**src/rtl/dmem_port_arbiter.sv**
```systemverilog
// Data-RAM port arbiter: two requesters (m0 = pipeline mem stage, m1 = debug/DMA) share a
// single RAM port, round-robin, one access outstanding. Produces byte strobes and
// lane-replicated store data; returns the raw read word after the fixed RAM latency.
`timescale 1ns / 1ps

module dmem_port_arbiter #(
  parameter int unsigned RD_LATENCY = 1,
  parameter int unsigned ADDR_W     = 32
) (
  input  logic              clk,
  input  logic              reset_n,

  input  logic              m0_req_valid,
  output logic              m0_req_ready,
  input  logic              m0_req_write,
  input  logic [ADDR_W-1:0] m0_req_addr,
  input  logic [31:0]       m0_req_wdata,
  input  logic [1:0]        m0_req_size,
  output logic              m0_rsp_valid,
  output logic [31:0]       m0_rsp_rdata,
  output logic              m0_rsp_err,

  input  logic              m1_req_valid,
  output logic              m1_req_ready,
  input  logic              m1_req_write,
  input  logic [ADDR_W-1:0] m1_req_addr,
  input  logic [31:0]       m1_req_wdata,
  input  logic [1:0]        m1_req_size,
  output logic              m1_rsp_valid,
  output logic [31:0]       m1_rsp_rdata,
  output logic              m1_rsp_err,

  output logic              ram_d_en,
  output logic [3:0]        ram_d_we,
  output logic [ADDR_W-1:0] ram_d_addr,
  output logic [31:0]       ram_d_wdata,
  input  logic [31:0]       ram_d_rdata
);

  localparam logic [2:0] LatM1 = 3'(RD_LATENCY - 1);

  typedef enum logic [1:0] {StIdle, StWait, StResp} state_e;

  state_e      state_q, state_d;
  logic        init_done_q;
  logic        last_grant_q, last_grant_d;  // 1 = m1 was granted last
  logic [2:0]  cnt_q, cnt_d;
  logic        owner_q, owner_d;            // master the in-flight response belongs to
  logic        load_q, load_d;              // in-flight access is a legal load
  logic        err_q, err_d;                // in-flight access was illegal

  logic              gnt0, gnt1, gnt_any;
  logic              sel_write;
  logic [ADDR_W-1:0] sel_addr;
  logic [31:0]       sel_wdata;
  logic [1:0]        sel_size;
  logic              sel_illegal;

  // Grant decision and selection of the granted master's request fields
  always_comb begin
    logic grant_ok;
    grant_ok  = init_done_q && (state_q != StWait);
    // On contention, the master that was not granted last wins
    gnt0      = grant_ok && m0_req_valid && (!m1_req_valid || last_grant_q);
    gnt1      = grant_ok && m1_req_valid && (!m0_req_valid || !last_grant_q);
    gnt_any   = gnt0 || gnt1;
    sel_write = gnt1 ? m1_req_write : m0_req_write;
    sel_addr  = gnt1 ? m1_req_addr  : m0_req_addr;
    sel_wdata = gnt1 ? m1_req_wdata : m0_req_wdata;
    sel_size  = gnt1 ? m1_req_size  : m0_req_size;
    unique case (sel_size)
      2'd0:    sel_illegal = 1'b0;
      2'd1:    sel_illegal = sel_addr[0];
      2'd2:    sel_illegal = (sel_addr[1:0] != 2'b00);
      default: sel_illegal = 1'b1;
    endcase
  end

  // State register and per-access bookkeeping
  always_ff @(posedge clk or negedge reset_n) begin
    if (!reset_n) begin
      state_q      <= StIdle;
      init_done_q  <= 1'b0;
      last_grant_q <= 1'b1;
      cnt_q        <= 3'd0;
      owner_q      <= 1'b0;
      load_q       <= 1'b0;
      err_q        <= 1'b0;
    end else begin
      state_q      <= state_d;
      init_done_q  <= 1'b1;
      last_grant_q <= last_grant_d;
      cnt_q        <= cnt_d;
      owner_q      <= owner_d;
      load_q       <= load_d;
      err_q        <= err_d;
    end
  end

  // Next-state: a grant (IDLE or RESP) overrides the default progression
  always_comb begin
    logic legal_load;
    state_d      = state_q;
    cnt_d        = cnt_q;
    last_grant_d = last_grant_q;
    owner_d      = owner_q;
    load_d       = load_q;
    err_d        = err_q;
    legal_load   = !sel_write && !sel_illegal;
    unique case (state_q)
      StIdle: state_d = StIdle;
      StWait: begin
        cnt_d = cnt_q - 3'd1;
        if (cnt_q == 3'd1) begin
          state_d = StResp;
        end
      end
      StResp: state_d = StIdle;
      default: state_d = StIdle;
    endcase
    if (gnt_any) begin
      last_grant_d = gnt1;
      owner_d      = gnt1;
      err_d        = sel_illegal;
      load_d       = legal_load;
      if (legal_load && (RD_LATENCY > 1)) begin
        state_d = StWait;
        cnt_d   = LatM1;
      end else begin
        state_d = StResp;
      end
    end
  end

  // Outputs: handshake, RAM command for the granted request, response routing
  always_comb begin
    logic rsp_on;
    m0_req_ready = gnt0;
    m1_req_ready = gnt1;
    ram_d_en     = gnt_any && !sel_illegal;
    ram_d_we     = 4'b0000;
    ram_d_addr   = '0;
    ram_d_wdata  = 32'd0;
    if (ram_d_en) begin
      ram_d_addr = {sel_addr[ADDR_W-1:2], 2'b00};
      unique case (sel_size)
        2'd0: begin
          ram_d_we    = 4'b0001 << sel_addr[1:0];
          ram_d_wdata = {4{sel_wdata[7:0]}};
        end
        2'd1: begin
          ram_d_we    = 4'b0011 << sel_addr[1:0];
          ram_d_wdata = {2{sel_wdata[15:0]}};
        end
        default: begin
          ram_d_we    = 4'b1111;
          ram_d_wdata = sel_wdata;
        end
      endcase
      if (!sel_write) begin
        ram_d_we = 4'b0000;
      end
    end

    rsp_on       = (state_q == StResp);
    m0_rsp_valid = rsp_on && !owner_q;
    m1_rsp_valid = rsp_on && owner_q;
    m0_rsp_err   = m0_rsp_valid && err_q;
    m1_rsp_err   = m1_rsp_valid && err_q;
    m0_rsp_rdata = (m0_rsp_valid && load_q) ? ram_d_rdata : 32'd0;
    m1_rsp_rdata = (m1_rsp_valid && load_q) ? ram_d_rdata : 32'd0;
  end

endmodule

```
**config.mk**
```make
export PLATFORM = sky130hd
export DESIGN_NAME = dmem_port_arbiter
export DESIGN_NICKNAME = d
export VERILOG_FILES = /design/src/rtl/dmem_port_arbiter.sv
export SDC_FILE = /design/constraint.sdc
export NUM_CORES = 1
export LEC_CHECK = 0
export BUFFER_PORTS_ARGS = -buffer_cell sky130_fd_sc_hd__buf_2
export CAP_MARGIN = 20
export CELL_PAD_IN_SITES_DETAIL_PLACEMENT = 1
export CELL_PAD_IN_SITES_GLOBAL_PLACEMENT = 1
export CORE_AREA = 2 2 120 122
export CTS_CLUSTER_SIZE = 14
export DETAILED_ROUTE_END_ITERATION = 10
export DIE_AREA = 0 0 122 124
export PLACE_DENSITY = 0.87
export SLEW_MARGIN = 5
export SYNTH_ARGS = -nofsm -noshare
export SYNTH_HDL_FRONTEND = slang
export SYNTH_SLANG_ARGS = --single-unit
export TNS_END_PERCENT = 5
```
**constraint.sdc**
```tcl
create_clock -name clk -period 4.9 [get_ports clk]
set_input_delay 0.49 -clock clk [delete_from_list [all_inputs] [get_ports clk]]
set_output_delay 0.49 -clock clk [all_outputs]
set_load 0.1 [all_outputs]
```
Word-level counts from Yosys, hierarchy flattened:

Cells that the tools add are included.

* reduce and logical (&&, ||, !) cells: 24
* equality and inequality tests: 7
* multipliers: 0
* $lt $le $gt $ge: 0
* div/mod/pow operators: 0
* $add $sub $neg: 1
* shifts and indexed selects: 2
* bitwise operators: 0
* mux-type cells: 16

Operators by type and width (number)
* $mux 32: 6
* $pmux 32 s2: 1
* $logic_and 1x1->1: 13
* $mux 2: 4
* $mux 4: 2
* $pmux 4 s2: 1
* $logic_not 1->1: 6
* $eq 2x1->1 const B: 2
* $eq 2x2->1 const B: 2
* $shl 1x2->4 const A: 1
* $shl 2x2->4 const A: 1
* $eq 3x1->1 const B: 1
* $logic_or 1x1->1: 3
* $ne 3x3->1 const B: 1
* $pmux 1 s3: 1
* $sub 3x1->3 const B: 1
* $logic_not 2->1: 1
* $ne 2x1->1 const B: 1
* $reduce_bool 2->1: 1
* $mux 1: 1

* memory bits (writable): 0
* output and inout port bits: 139
* memories: 0
* input bits: 170
* latch bits: 0
* bits in registers: 10
* logic and storage cells: 57
* memory bits (read-only): 0

Logic depth before layout (Yosys ltp):

Gate-level depths: netlist of run 1.

* depth in word-level cells: 10
* mapped depth: 8
* depth with buffers taken out: 5

Worst setup path after synthesis of run 1:

OpenSTA, ideal clock, no wires.

* path kind: input-to-output
* start: input port m1_req_valid
* end: output port ram_d_wdata[22]
* data required time: 4.410 ns
* cell stages on the path: 6
* slack: -0.297 ns
* buffers on the path: 2
* data arrival time: 4.707 ns
* cells stage by stage: nor2b_1 -> nor2_1 -> a2bb2oi_1 -> buf_2 -> buf_2 -> a211oi_1

* elaborated cells on any way between the ends: 18
* classes of those cells: eq/ne (2); mux (6); reduce/logical (10)

RTL lines
* start: declaration: line 23 `input logic m1_req_valid,`
* $logic_not 1->1: line 64 `gnt0 = grant_ok && m0_req_valid && (!m1_req_valid || last_grant_q);`
* $logic_or 1x1->1: line 64
* $logic_and 1x1->1: line 64
* named net m0_req_ready: line 14 `output logic m0_req_ready,`
* $logic_or 1x1->1: line 66 `gnt_any = gnt0 || gnt1;`
* $logic_and 1x1->1: line 140 `ram_d_en = gnt_any && !sel_illegal;`
* $mux 32: line 144 `if (ram_d_en) begin`
* end: declaration: line 36 `output logic [31:0] ram_d_wdata,`

The timed path passes the listed nets, and every way through them passes these cells.

Final worst setup path of run 1:

* start: register last_grant_q
* end: output port ram_d_wdata[25]

* longest elaborated chain between the ends: 9
* elaborated cells on any way between the ends: 18
* classes of those cells: eq/ne (2); mux (6); reduce/logical (10)

Ends and longest elaborated chain
* start: declaration: line 46 `logic last_grant_q, last_grant_d;`
* start signal: assignment: line 92 `last_grant_q <= last_grant_d;`
* $logic_not 1->1: line 65 `gnt1 = grant_ok && m1_req_valid && (!m0_req_valid || !last_grant_q);`
* $logic_or 1x1->1: line 65
* $logic_and 1x1->1: line 65
* $mux 2 or $mux 32 (tied branches): line 70, 68
* $eq 2x2->1, or another cell as far along: line 71 `unique case (sel_size)`
* $pmux 1 s3: line 71
* $logic_not 1->1: line 140
* $logic_and 1x1->1: line 140
* $mux 32 *: line 144

Every way passes the cells marked *; elsewhere a longest branch is shown, timed or not.

==> metrics, run 1 <==
area delta synth->final 67.4%; Syn Area/Cell a little over 6 µm²; Synth area leaders nand2_1 13%, and3_1 12%, and2_1 9.5%, a21oi_1 9.4%, mux2i_1 7.6%; RSZ-0062 raised after global routing false; CTS H-tree lvls 1; global-route wire length before repair ~21 mm; clk slew on worst S/H paths 0.04 ns; post-synth top area share roughly an eighth; vias in the first global route between 4000 and 5000; Setup violations, final 0; Worst-Margin Slew about 0.87 ns; PostCTS Resize Cnt 0; Worst setup SP type flop; kind of critical path reg2out; number of placed I/O pins just over 300; CP arrival ~3.1 ns; clk_skew roughly 0.0032 ns; Crit Path Max Fanout 34; Row Count 43; CTS Hold Bufs 0; Commonest cells post-synth 89 x nand2_1, 50 x and3_1, 47 x a21oi_1, 38 x and2_1, 26 x clkbuf_1; ratio of cells with drive above 1 in the final layout between 40% and 50%; worst r2r path cells 6; Hold WS between 0.07 and 0.08 ns; Post-Synthesis Cells between 400 and 500; power density over cell area just over 200 nW/µm²; area of the multi-input gates around 2200 µm²; clk sinks 6; fill count between 1500 and 2000; Register Area between 150 and 200 µm²; Wirelength per Cell around 17 µm; Finished Core Util 30.6%; Initial Util 18.3%; Fmax achieved roughly 280 MHz; Tightest Hold Check Type in2async; Global Route Usage Sum approximately 17%; IO Port Bufs ~300; CP Data Required Time between 4 and 5 ns; total congestion overflow 0; remaining antenna violation count 0; peak supply drop 0.0781 mV; Synth Cell Area between 2000 and 3000 µm²; die area 15100 µm²; Placeable Area around 14000 µm²; DRC Markers 0; Hold Vio Cnt, Final 0; Synth Flop Type dfrtp_1; Clock Latency Late Sink about 0.23 ns; number of max-cap violations 0; die height between 100 and 150 µm; Unique masters post-synth 38; Final #Nets 856; drt initial violations roughly 110; DP HPWL ~12 mm; Slew Viols, Final 0; register area share after synthesis under 10%; Pre-Repair DR Iteration Count 4; Slew Limit Headroom between 40% and 50%; drt via density just under 5; CTS root buffer clkbuf_16; Setup Buffers After CTS 0; gpl congestion around 0.8; largest net degree at the start of global routing ~70; CTS tree done; most frequent cell after synthesis nand2_1; fin crit share about three quarters; synth warn 0; leakage 2.57 nW; total number of vias approximately 4200; status complete, no violations; Post-synth EDFFs 0; share of flip-flops with an asynchronous set or reset 100%; Crit. End Element primary output; initial antenna violation count 1; dominant cell type by area after synthesis nand2_1; Die Wd 122 µm; Total Wirelength 14.7 mm; Synth Register Bits 6; Max Root-Sink Buffers 2; TritonCTS Buffers 3; min cycle time layout 3.61 ns; overall power between 0.0008 and 0.0009 W
through the flow:
| stage | setup slack [ns] | area [µm²] | instances | TNS, ns |
|---|---|---|---|---|
| 2_1_floorplan | -0.297 | 2510 | 417 | -3.37 |
| 3_3_place_gp | 1.29 | 4120 | 861 | 0 |
| 3_5_place_dp | 1.32 | 4120 | 861 | 0 |
| 4_1_cts | 1.24 | 4200 | 865 | 0 |
| 5_1_grt | 1.05 | 4200 | 866 | 0 |
| 6_report | 1.29 | 4200 | 866 | 0 |
placed cells by master, fill, tap and decap left out, types with 2 or more instances in the layout:
| cell type | n |
|---|---|
| mux2i_1 | 19 |
| and2_1 | 38 |
| buf_2 | 306 |
| or3_1 | 5 |
| dfrtp_1 | 5 |
| a211oi_1 | 10 |
| a22o_1 | 8 |
| nand3_1 | 9 |
| xor2_1 | 3 |
| buf_4 | 7 |
| inv_1 | 2 |
| a221oi_1 | 17 |
| o32a_1 | 8 |
| a21oi_1 | 47 |
| clkbuf_16 | 3 |
| nand2_1 | 88 |
| nor2_1 | 10 |
| a311oi_1 | 9 |
| nor3_1 | 2 |
| nor2b_1 | 2 |
| conb_1 | 3 |
| o21ai_1 | 2 |
| and3_1 | 50 |
| o21ai_0 | 17 |
| mux2_2 | 2 |
logic make-up (layout without fill, tap and decap cells):
logic type	count (synthesis)	after routing	synth area share (%)
xor+xnor	4	4	1.40
other cells	2	4	0.299
compound gates	124	124	33.1
simple gates	207	207	41.5
buf+inv	52	320	9.27
flops	6	6	6.03
mux	21	21	8.47
layer usage:
metal / up-vias / share of wire (%) / GRT usage (%)
met1: 1940 / 41 / 20.9
met3: 19 / 7.7 / 3.57
met2: 187 / 50 / 31.5
met4: 0 / 2.0 / 4.67
met5: - / 0 / 0
li1: 2042 / - / -
cell type report:
class                           instances  share of cell area [%]
Antenna cell                            1                  0.0595
Tap cell                              180                    5.36
Multi-Input combinational cell        359                    51.2
Clock buffer                            4                    1.88
Inverter                                3                   0.268
Sequential cell                         6                    3.60
Timing Repair Buffer                  313                    37.7
worst max-delay path: stages (launching register included):
cell      delay, ns
dfstp_2        0.55
nand2_1        0.06
buf_4          0.22
nand2_2        0.10
clkinv_1       0.46
buf_4          0.45
o32a_1         0.39
a21oi_1        0.18
buf_2          0.47
report_power, final:
part / switching (W) / internal [W]
clock: 0.0000320 / 0.000108
sequential: 0.0000141 / 0.0000571
combinational: 0.000511 / 0.000150
total: 0.000557 / 0.000315
registers in the layout, summed over array words and instances, names as in the netlist:
signal	flops
err_q	1
init_done_q	1
last_grant_q	1
load_q	1
owner_q	1
state_q	1
path summary, 6_finish.rpt:
check | startpoint | endpoint | slack (ns)
worst max-delay path | last_grant_q$_DFFE_PN1P_ | ram_d_wdata[25] | 1.29
worst min-delay path | reset_n | init_done_q$_DFF_PN0_ | 0.08
worst max register to register | last_grant_q$_DFFE_PN1P_ | load_q$_DFFE_PN0P_ | 2.84
worst min register to register | last_grant_q$_DFFE_PN1P_ | last_grant_q$_DFFE_PN1P_ | 0.53
max in group asynchronous | reset_n | last_grant_q$_DFFE_PN1P_ | 4.59
min in group clk | last_grant_q$_DFFE_PN1P_ | last_grant_q$_DFFE_PN1P_ | 0.53
(Power assumes the default switching activity.)
==> inputs of run 2 (changes only) <==
- CORE_AREA: 2 2 120 122 -> not set
- CORE_UTILIZATION: not set -> 18
- DIE_AREA: 0 0 122 124 -> not set
- PLACE_DENSITY: 0.87 -> 0.89
- clock period: 4.9 -> 3.28 ns (I/O delays scaled with it)
==> run 2 against run 1 <==
Compared with the run above:
- worst setup slack worse by 1.1 ns
- via count up 2.9%
- count of clock-buffer cells in the layout unchanged
- sequential power up 32%
- combinational power up 82%
- non-clock buffer count up 5
- global-route usage up 3.9 points
- cell count up 0.12%
- clock power up 49%
- register-to-register slack worse by 1.7 ns
- sequential share of layout area down 0.81 points
==> metrics, run 2 (synthesis results as in run 1) <==
drt initial violations 205 (+80%); Placeable Area 13400 µm² (-2.3%); Hold Path Origin m1_req_write; CTS tree done; worst path cell trace and2_1 > o21ai_1 > buf_4 > and2_1 > a211oi_1 > buf_12; die area 14400 µm² (-4.6%); ratio of cells with drive above 1 in the final layout 56.8% (+9.7 points); crit-path max cell delay 0.55 ns (about the same); Clock Latency Late Sink 0.23 ns (about the same); PostCTS Resize Cnt 0 (unchanged); Max Root-Sink Buffers 2 (unchanged); power density over cell area 278 nW/µm² (+34%); worst flop-to-flop path endpoint load_q$_DFFE_PN0P_; number of max-cap violations 0 (unchanged); CTS root buffer clkbuf_16; most frequent cells in the layout 247 x buf_2, 88 x nand2_1, 60 x buf_12, 50 x and3_1; Setup Buffers After CTS 0 (unchanged); leakage 2.78 nW (+8.2%); min cycle time layout between 3 and 4 ns; fill count 1693 (-10%); kind of critical path reg2out; area of the multi-input gates 2430 µm² (+13%); Crit Path Max Fanout 18 (-47%); Setup violations, final 0 (unchanged); clk slew on worst S/H paths 0.04 ns (about the same); DRC Markers 0 (unchanged); CP Data Required Time 2.95 ns (-1.46 ns); area delta synth->final 116%; Initial Util 18.7% (+0.44 points); remaining antenna violation count 0 (unchanged); gpl congestion 0.849 (+5.8%); Total Wirelength 16.2 mm (+10%); hold path endpoint load_q$_DFFE_PN0P_; Row Count 42 (-2.3%); clk sinks 6 (unchanged); Worst setup SP type flop; largest net degree at the start of global routing 66 (-4.3%); TritonCTS Buffers 3 (unchanged); peak supply drop 0.121 mV (+54%); Hold WS 0.450 ns (+0.373 ns); global-route wire length before repair 24.3 mm (+15%); Die Wd 120 µm (-1.5%); clk_skew 0.00671 ns (+0.00354 ns); Global Route Usage Sum 21.3% (+3.9 points); DP HPWL 13.3 mm (+11%); CTS Hold Bufs 1 (+1); Wirelength per Cell 18.7 µm (+10%); CTS H-tree lvls 1 (unchanged); FF-to-FF Start last_grant_q$_DFFE_PN1P_; die height 120 µm (-3.1%); Crit. End Element primary output; Fmax achieved 324 MHz; Pre-Repair DR Iteration Count 4 (unchanged); worst hold path stage count 3; IO Port Bufs 306 (unchanged); Most common cell on crit path and2_1; Register Area 151 µm² (unchanged); vias in the first global route 4409 (+9.8%); initial antenna violation count 1 (unchanged); RSZ-0062 raised after global routing false; worst r2r path cells 6 (unchanged); total number of vias 4309 (+2.9%); drt via density 4.97 (+2.8%); status complete, no violations; most common library cell in the layout ignoring fill and taps buf_2; overall power 0.00151 W (+73%); fin crit share 94.2%; number of placed I/O pins 309 (unchanged); Hold Vio Cnt, Final 0 (unchanged); critical-path cell with the highest stage delay dfstp_2; Worst-Margin Slew 0.833 ns (-0.0327 ns); Slew Viols, Final 0 (unchanged); R2R setup slack 1.19 ns (-1.65 ns); Tightest Hold Check Type in2reg; Final #Nets 861 (+0.58%); CP arrival 2.76 ns (-0.36 ns); total congestion overflow 0 (unchanged); Slew Limit Headroom 44.4% (+2.2 points)
-- run 2: cell count changes in the layout (fill, tap and decap cells not counted), moves of 3 or more --
cell      change
buf_12       +60
buf_4         +3
buf_2        -59
a311oi_2      +8
a311oi_1      -9
nor2_1        -9
a21oi_2      +38
a21oi_1      -38
nor2_2        +9
a211oi_1      -8
a211oi_2      +7
-- run 2: metal layers --
metal | vias to the layer above | global-route usage, % | wire length [µm]
li1 | 2051 | - | -
met1 | 2013 | 24.1 | 6220
met2 | 206 | 38.6 | 8170
met3 | 39 | 4.13 | 1190
met4 | 0 | 8.91 | 597
met5 | - | 0 | 0
-- run 2: critical path, delay by kind of cell, from the launching register on --
family          cells  cell delay (ns)
buf+inv             2             0.45
flops               1             0.55
simple gates        2             0.89
compound gates      2             0.62
-- run 2: power by group --
| part | switching [W] | total, W | internal [W] | leakage [nW] |
|---|---|---|---|---|
| registers | 0.00000826 | 0.0000939 | 0.0000856 | 0.0705 |
| clock network | 0.0000459 | 0.000208 | 0.000162 | 0.0382 |
| logic | 0.000846 | 0.00120 | 0.000358 | 2.67 |
-- run 2: cell type report --
| type | instances | share of cell area (%) |
|---|---|---|
| multi-input combinational | 359 | 44.9 |
| timing repair buffer | 318 | 46.6 |
| tap | 176 | 4.06 |
| clock buffer | 4 | 1.45 |
| sequential | 6 | 2.79 |
| inverter | 3 | 0.208 |
| antenna | 1 | 0.0462 |
-- run 2: stage by stage --
| stage | utilization (%) | setup WS (ns) | TNS, ns | cells | instance area (µm²) |
|---|---|---|---|---|---|
| 2_1_floorplan | - | -0.634 | -5.07 | 417 | 2800 |
| 3_3_place_gp | 39.7 | 0.541 | 0 | 861 | 5330 |
| 3_5_place_dp | 39.7 | 0.497 | 0 | 861 | 5330 |
| 4_1_cts | 40.4 | 0.212 | 0 | 866 | 5420 |
| 5_1_grt | 40.4 | 0.0338 | 0 | 867 | 5420 |
| 6_report | 40.4 | 0.191 | 0 | 867 | 5420 |
-- run 2: worst max-delay path by stage --
stage	endpoint	from	depth (start not counted)	slack, ns
3_5_place_dp	ram_d_we[2]	last_grant_q$_DFFE_PN1P_	6	0.50
4_1_cts	ram_d_we[2]	last_grant_q$_DFFE_PN1P_	6	0.21
5_1_grt	ram_d_we[2]	last_grant_q$_DFFE_PN1P_	6	0.03
2_1_floorplan	ram_d_we[2]	init_done_q$_DFF_PN0_	6	-0.63
3_3_place_gp	ram_d_we[3]	last_grant_q$_DFFE_PN1P_	6	0.54
6_report	ram_d_we[3]	last_grant_q$_DFFE_PN1P_	6	0.19
